$ cat config.mk
export PLATFORM = sky130hd
export DESIGN_NAME = wn_pdcchrx_dmrsgen_flat
export DESIGN_NICKNAME = d
export VERILOG_FILES = /design/src/rtl/wn_pdcchrx_dmrsgen_pkg.sv /design/src/rtl/wn_pdcchrx_dmrsgen_if.sv /design/src/rtl/wn_pdcchrx_dmrsgen_adv8.sv /design/src/rtl/wn_pdcchrx_dmrsgen.sv /design/src/flat_wrapper.sv
export SDC_FILE = /design/constraint.sdc
export NUM_CORES = 1
export LEC_CHECK = 0
export CAP_MARGIN = 25
export CORE_ASPECT_RATIO = 2
export CORE_MARGIN = 2
export CORE_UTILIZATION = 50
export CTS_CLUSTER_DIAMETER = 60
export DETAILED_ROUTE_END_ITERATION = 8
export PLACE_DENSITY_LB_ADDON = 0.1
export REMOVE_ABC_BUFFERS = 1
export SYNTH_ARGS = -nofsm -noshare
export SYNTH_HDL_FRONTEND = slang
export SYNTH_SLANG_ARGS = --single-unit
$ cat constraint.sdc
create_clock -name clk -period 2.4 [get_ports clk]
set_input_delay 0.36 -clock clk [delete_from_list [all_inputs] [get_ports clk]]
set_output_delay 0.36 -clock clk [all_outputs]
set_load 0.02 [all_outputs]
$ cat src/rtl/wn_pdcchrx_dmrsgen_pkg.sv
// Shared types, cfg field positions and the Gold advance-8 step
// for the PDCCH DMRS sequence generator.
package wn_pdcchrx_pkg;

    localparam int WN_DMRS_NC = 1600;

    localparam int CFG_CINIT_LSB = 0;
    localparam int CFG_CINIT_W   = 31;
    localparam int CFG_SKIP_LSB  = 32;
    localparam int CFG_NUM_LSB   = 48;

    typedef enum logic [1:0] {
        ST_IDLE   = 2'd0,
        ST_WARMUP = 2'd1,
        ST_SKIP   = 2'd2,
        ST_STREAM = 2'd3
    } dmrs_state_t;

    typedef struct packed {
        logic [30:0] x1;
        logic [30:0] x2;
    } gold_pair_t;

    // Eight new bits depend only on x(m)..x(m+10), so all of them are
    // available from the current register contents in one step.
    function automatic gold_pair_t gold_adv8(input logic [30:0] x1,
                                             input logic [30:0] x2);
        gold_pair_t r;
        logic [7:0] n1;
        logic [7:0] n2;
        for (int j = 0; j < 8; j++) begin
            n1[j] = x1[j+3] ^ x1[j];
            n2[j] = x2[j+3] ^ x2[j+2] ^ x2[j+1] ^ x2[j];
        end
        r.x1 = {n1, x1[30:8]};
        r.x2 = {n2, x2[30:8]};
        return r;
    endfunction

endpackage

$ cat src/rtl/wn_pdcchrx_dmrsgen_if.sv
// AXI-Stream style channel used for both the cfg input and the DMRS output.
interface wn_pdcchrx_dmrsgen_if #(
    parameter int DW = 8
);
    logic [DW-1:0] tdata;
    logic          tvalid;
    logic          tready;
    logic          tlast;

    modport master (output tdata, output tvalid, output tlast, input tready);
    modport slave  (input tdata, input tvalid, input tlast, output tready);
endinterface

$ cat src/rtl/wn_pdcchrx_dmrsgen_adv8.sv
// Combinational advance-8 of the x1/x2 Gold LFSR pair.
module wn_gold_adv8
    import wn_pdcchrx_pkg::*;
(
    input  logic [30:0] i_x1,
    input  logic [30:0] i_x2,
    output logic [30:0] o_x1,
    output logic [30:0] o_x2
);

    gold_pair_t w_nxt;

    assign w_nxt = gold_adv8(i_x1, i_x2);
    assign o_x1  = w_nxt.x1;
    assign o_x2  = w_nxt.x2;

endmodule

$ cat src/rtl/wn_pdcchrx_dmrsgen.sv
// PDCCH DMRS Gold sequence generator: one cfg per candidate, c(n) packed
// 8 bits per output beat starting at byte skip_bytes.
//
//   state     | meaning
//   ST_IDLE   | cfg_in ready, waiting for a candidate
//   ST_WARMUP | discarding the first NC bits, 8 per cycle
//   ST_SKIP   | discarding skip_bytes bytes, one per cycle
//   ST_STREAM | presenting c(n) bytes, advancing on each handshake
module wn_pdcchrx_dmrsgen
    import wn_pdcchrx_pkg::*;
#(
    parameter int NC    = WN_DMRS_NC,
    parameter int LEN_W = 12
) (
    input  logic                 clk,
    input  logic                 rstn,
    wn_pdcchrx_dmrsgen_if.slave  cfg_in,
    wn_pdcchrx_dmrsgen_if.master dmrs_out
);

    localparam int WARM_CYC = NC / 8;
    localparam int WW       = (WARM_CYC < 2) ? 1 : $clog2(WARM_CYC + 1);

    dmrs_state_t r_state;
    dmrs_state_t w_nxt_state;

    logic              r_rdy;
    logic [30:0]       r_x1;
    logic [30:0]       r_x2;
    logic [LEN_W-1:0]  r_num;
    logic [LEN_W-1:0]  r_skip;
    logic [LEN_W-1:0]  r_bcnt;
    logic [WW-1:0]     r_warm;

    logic              w_cfg_hs;
    logic              w_out_hs;
    logic              w_last;
    logic              w_adv;
    logic              w_stream;
    logic [LEN_W-1:0]  w_cfg_num;
    logic [LEN_W-1:0]  w_cfg_skip;
    logic [30:0]       w_cfg_cinit;
    logic [30:0]       w_adv_x1;
    logic [30:0]       w_adv_x2;
    logic              w_unused_cfg;

    assign w_cfg_cinit  = cfg_in.tdata[CFG_CINIT_LSB +: CFG_CINIT_W];
    assign w_cfg_skip   = cfg_in.tdata[CFG_SKIP_LSB +: LEN_W];
    assign w_cfg_num    = cfg_in.tdata[CFG_NUM_LSB +: LEN_W];
    assign w_unused_cfg = ^{cfg_in.tdata, cfg_in.tlast};

    assign w_stream = (r_state == ST_STREAM);
    assign w_cfg_hs = cfg_in.tvalid && cfg_in.tready;
    assign w_out_hs = w_stream && dmrs_out.tready;
    assign w_last   = (r_bcnt == (r_num - LEN_W'(1)));

    wn_gold_adv8 u_adv8 (
        .i_x1 (r_x1),
        .i_x2 (r_x2),
        .o_x1 (w_adv_x1),
        .o_x2 (w_adv_x2)
    );

    always_comb begin
        w_nxt_state = r_state;
        w_adv       = 1'b0;
        case (r_state)
            ST_IDLE: begin
                if (w_cfg_hs) begin
                    if (w_cfg_num == '0)
                        w_nxt_state = ST_IDLE;
                    else if (WARM_CYC > 0)
                        w_nxt_state = ST_WARMUP;
                    else if (w_cfg_skip != '0)
                        w_nxt_state = ST_SKIP;
                    else
                        w_nxt_state = ST_STREAM;
                end
            end
            ST_WARMUP: begin
                w_adv = 1'b1;
                if (r_warm == WW'(1))
                    w_nxt_state = (r_skip != '0) ? ST_SKIP : ST_STREAM;
            end
            ST_SKIP: begin
                w_adv = 1'b1;
                if (r_skip == LEN_W'(1))
                    w_nxt_state = ST_STREAM;
            end
            ST_STREAM: begin
                if (w_out_hs) begin
                    w_adv = 1'b1;
                    if (w_last)
                        w_nxt_state = ST_IDLE;
                end
            end
            default: w_nxt_state = ST_IDLE;
        endcase
    end

    always_ff @(posedge clk or negedge rstn) begin
        if (!rstn)
            r_state <= ST_IDLE;
        else
            r_state <= w_nxt_state;
    end

    always_ff @(posedge clk or negedge rstn) begin
        if (!rstn) begin
            r_rdy  <= 1'b0;
            r_x1   <= '0;
            r_x2   <= '0;
            r_num  <= '0;
            r_skip <= '0;
            r_bcnt <= '0;
            r_warm <= '0;
        end else begin
            r_rdy <= 1'b1;
            if (w_cfg_hs) begin
                r_x1   <= 31'h1;
                r_x2   <= w_cfg_cinit;
                r_num  <= w_cfg_num;
                r_skip <= w_cfg_skip;
                r_bcnt <= '0;
                r_warm <= WW'(WARM_CYC);
            end else if (w_adv) begin
                r_x1 <= w_adv_x1;
                r_x2 <= w_adv_x2;
            end
            if (r_state == ST_WARMUP)
                r_warm <= r_warm - WW'(1);
            if (r_state == ST_SKIP)
                r_skip <= r_skip - LEN_W'(1);
            if (w_out_hs)
                r_bcnt <= r_bcnt + LEN_W'(1);
        end
    end

    // Readiness is held off until the first edge after reset release.
    assign cfg_in.tready   = r_rdy && (r_state == ST_IDLE);
    assign dmrs_out.tvalid = w_stream;
    assign dmrs_out.tlast  = w_stream && w_last;
    assign dmrs_out.tdata  = w_stream ? (r_x1[7:0] ^ r_x2[7:0]) : 8'h00;

endmodule

$ cat src/flat_wrapper.sv
// flat-port wrapper written by rule: the top's interface ports become plain ports
module wn_pdcchrx_dmrsgen_flat import wn_pdcchrx_pkg::*;
#(
    parameter int NC    = WN_DMRS_NC,
    parameter int LEN_W = 12
)
  (clk, rstn, cfg_in_tdata, cfg_in_tvalid, cfg_in_tlast, cfg_in_tready, dmrs_out_tdata, dmrs_out_tvalid, dmrs_out_tlast, dmrs_out_tready);
  wn_pdcchrx_dmrsgen_if #(.DW(64)) cfg_in_i ();
  wn_pdcchrx_dmrsgen_if #(.DW(8)) dmrs_out_i ();
  input  logic clk;
  input  logic rstn;
  input wire logic [$bits(cfg_in_i.tdata)-1:0] cfg_in_tdata;
  input wire logic [$bits(cfg_in_i.tvalid)-1:0] cfg_in_tvalid;
  input wire logic [$bits(cfg_in_i.tlast)-1:0] cfg_in_tlast;
  output wire logic [$bits(cfg_in_i.tready)-1:0] cfg_in_tready;
  output wire logic [$bits(dmrs_out_i.tdata)-1:0] dmrs_out_tdata;
  output wire logic [$bits(dmrs_out_i.tvalid)-1:0] dmrs_out_tvalid;
  output wire logic [$bits(dmrs_out_i.tlast)-1:0] dmrs_out_tlast;
  input wire logic [$bits(dmrs_out_i.tready)-1:0] dmrs_out_tready;
  assign cfg_in_i.tdata = cfg_in_tdata;
  assign cfg_in_i.tvalid = cfg_in_tvalid;
  assign cfg_in_i.tlast = cfg_in_tlast;
  assign cfg_in_tready = cfg_in_i.tready;
  assign dmrs_out_tdata = dmrs_out_i.tdata;
  assign dmrs_out_tvalid = dmrs_out_i.tvalid;
  assign dmrs_out_tlast = dmrs_out_i.tlast;
  assign dmrs_out_i.tready = dmrs_out_tready;
  wn_pdcchrx_dmrsgen #(.NC(NC), .LEN_W(LEN_W)) u_core (.clk(clk), .rstn(rstn), .cfg_in(cfg_in_i), .dmrs_out(dmrs_out_i));
endmodule
==> out/qor.csv <==
stage,metric,value,unit
outcome,outcome,"complete, but fails checks",
outcome,violations,setup timing,
drt,postRouteAntennaNets,0,
drt,viasPerCell,5.62,
cells_and_area,fillCellCount,990,
drt,drt-total-wl,15.2,mm
drt,drc,0,
grt,antenna_found_initial,0,
clocking,clk-insertion-delay-late,0.35,ns
placement,hpwlAfterDp,11.1,mm
drt,vias,5263,
clocking,cts_root_buf,clkbuf_16,
die,core_region_area,11400,sq um
clocking,clkTransAtPathRegs,0.07,ns
job,cap_violations,0,
yosys,synth_top_cell_by_area,dfrtp_1,
clocking,cts_made_buffers,9,
grt,grt_first_pass_wirelength,24.9,mm
yosys,synth_cells,691,
cells_and_area,n_antenna_cell,0,
die,start_util,0.514,
grt,gr-total-overflow,0,
timing,rsz0062_at_grt,true,
drt,dr.pass1.iters,5,
yosys,synth_area_per_cell,8.44,sq um
grt,track_usage,0.255,
placement,dpl-instance-area,7040,sq um
yosys,syn-cell-area,5830,sq um
cells_and_area,drive_gt1_frac,0.130,
cells_and_area,utilization,0.654,
cells_and_area,regArea,2730,sq um
yosys,synth.most_common_cell,nand2_1,
critical_path,crit_family,simple AND/OR/NAND/NOR gates,
yosys,netlist.area_leader.share,0.468,
yosys,synthDistinctLibCells,52,
critical_path,cp_slowest_cell,or4b_4,
timing,slew_headroom,0.621,
die,ios,80,
placement,dpl_worst_slack,-0.672,ns
drt,dr.first_iter.drc_count,313,
die,die_w,80.4,um
cells_and_area,fin_nets,869,
timing,hold_violations,0,
power,power_density,1380,nW/um^2
critical_path,cp_slowest_stage_delay,0.47,ns
timing,fin_skew,0.00801,ns
clocking,cts_buffer_depth,2,
clocking,cts_tree,done,
timing,maxSlewViolCount,0,
critical_path,r2r_end,u_core.r_state[0],
die,die_area,12600,sq um
critical_path,critPathRequiredTime,2.04,ns
yosys,synth-main-ff-cell,dfrtp_1,
timing,post-route-period-util,1.19,
cells_and_area,areaGrowthSynthToFinish,27.4,%
min_path,worst_hold_path_type,in -> async,
placement,port_buffers,69,
timing,setup_slack,-0.454,ns
critical_path,cp_max_fo,5,
critical_path,critical_path_class,reg -> out,
critical_path,r2r-start,u_core.r_skip[4],
clocking,holdBufCountCts,0,
yosys,yosysSeqAreaShare,0.468,
yosys,async_flop_share,1.00,
timing,worstMarginPinSlew,0.569,ns
die,die_height,157,um
timing,fmax,0.350,GHz
yosys,synthTopCellsByArea,"dfrtp_1, nand2_1, xnor2_1, nor2_1, a31oi_1",
power,p_leak,0.00332,uW
critical_path,worst_setup_path_end_kind,primary output,
yosys,ys_warn_count,0,
drt,wl_per_cell,16.3,um
die,rows,55,
timing,fin_crit,2.85,ns
yosys,synth-seq-cells,109,
clocking,clkSinkCount,109,
clocking,htreeDepth,3,
critical_path,worstPathArrival,2.49,ns
critical_path,cp-start-kind,flip-flop,
cells_and_area,post-route-cell-area,7430,sq um
placement,gp_congestion,0.809,
yosys,synth-edff-count,0,
cells_and_area,multiInputGateArea,2980,sq um
timing,setup_viol,3,
critical_path,crit_path_cell_trace,"inv_2, ha_4, or4b_4, buf_6, or2_4, o211ai_1, o22ai_2, nor3_2, buf_4",
critical_path,rr_worst_depth,7,
critical_path,cp_num_buf_inv,3,
grt,grt_max_degree,70,
grt,grt_pass1_vias,5326,
critical_path,r2r_slack,-0.13,ns
power,ir_worst_vdd,1100,uV
power,total_power,10300,uW
yosys,ys_top_cells_by_count,"nand2_1, dfrtp_1, nor2_1",
timing repair:
action,CTS,global route
pin swaps,8,4
gates resized for setup,28,5
buffers inserted,7,3
hold endpoints to repair,0,0
endpoints found under the setup margin,11,4
metrics by stage:
step,cells,setup TNS [ns],hold WS [ns]
6_report,937,-0.654,0.00670
5_1_grt,937,-0.924,0.0482
4_1_cts,936,-0.681,0.0203
3_5_place_dp,914,-0.992,0.389
3_3_place_gp,914,-0.689,0.387
2_1_floorplan,647,-122.17,0.0644
power by group:
part	switching [uW]	internal [uW]
sequential	672	2620
clock	703	720
combinational	3110	2450
kinds of logic (layout without fill, tap and decap cells):
group           after synthesis  in the layout  share of synthesized area
xor+xnor                     55             55                     0.0826
other cells                   1              1                   0.000643
compound gates              118            118                      0.123
simple gates                337            337                      0.259
buf+inv                      55            159                     0.0354
mux                           6              6                     0.0103
flops                       109            109                      0.468
fa+ha+maj                    10             10                     0.0215
per-layer routing:
metal	vias to the layer above	track usage	share of wire	routed length (um)
met5	-	0	0	0
met4	0	0.127	0.043	650
met3	36	0.0265	0.028	419
met2	127	0.475	0.56	8500
met1	2556	0.277	0.37	5660
li1	2544	-	-	-
cells in the final DEF, fill, tap and decap left out, drive strengths merged, types with 2 or more instances in the layout:
| cell type | n |
|---|---|
| clkinv | 2 |
| dfrtp | 109 |
| a31oi | 29 |
| and2 | 9 |
| or4b | 2 |
| and3 | 4 |
| inv | 13 |
| nand4b | 2 |
| xor2 | 19 |
| mux2i | 6 |
| or2 | 2 |
| buf | 65 |
| nand2 | 167 |
| clkdlybuf4s50 | 58 |
| dlygate4sd2 | 8 |
| o221ai | 2 |
| nor3b | 4 |
| nor2 | 68 |
| nor4b | 2 |
| or4 | 3 |
| nor2b | 2 |
| nand2b | 6 |
| a21oi | 22 |
| nor3 | 9 |
| clkbuf | 9 |
| nor4 | 9 |
| o211ai | 2 |
| o31ai | 10 |
| nand4 | 7 |
| a211oi | 8 |
| o21ai | 35 |
| clkinvlp | 3 |
| ha | 10 |
| xnor2 | 36 |
| or3 | 3 |
| nand3 | 33 |
state kept, by name, indices dropped and copies added, names as in the netlist:
| register | cells |
|---|---|
| u_core.r_bcnt | 12 |
| u_core.r_warm | 8 |
| u_core.r_rdy | 1 |
| u_core.r_skip | 12 |
| u_core.r_num | 12 |
| u_core.r_x1 | 31 |
| u_core.r_x2 | 31 |
| u_core.r_state | 2 |
final cells by class:
type,instances,area share
sequential,109,0.367
timing repair buffer,132,0.164
multi-input combinational,527,0.401
inverter,11,0.00606
tap,142,0.0239
clock buffer,9,0.0303
clock inverter,7,0.00775
worst max-delay path by stage:
stage,startpoint,endpoint,cells past startpoint
after floorplan,u_core.r_state[0],u_core.r_x2[0],6
final,u_core.r_num[1],dmrs_out_tlast,9
after global routing,u_core.r_num[1],dmrs_out_tlast,9
after CTS,u_core.r_num[1],dmrs_out_tlast,9
after detailed placement,u_core.r_num[0],dmrs_out_tlast,9
after global placement,u_core.r_num[0],dmrs_out_tlast,9
No activity file was read; power rests on OpenSTA's default activity.
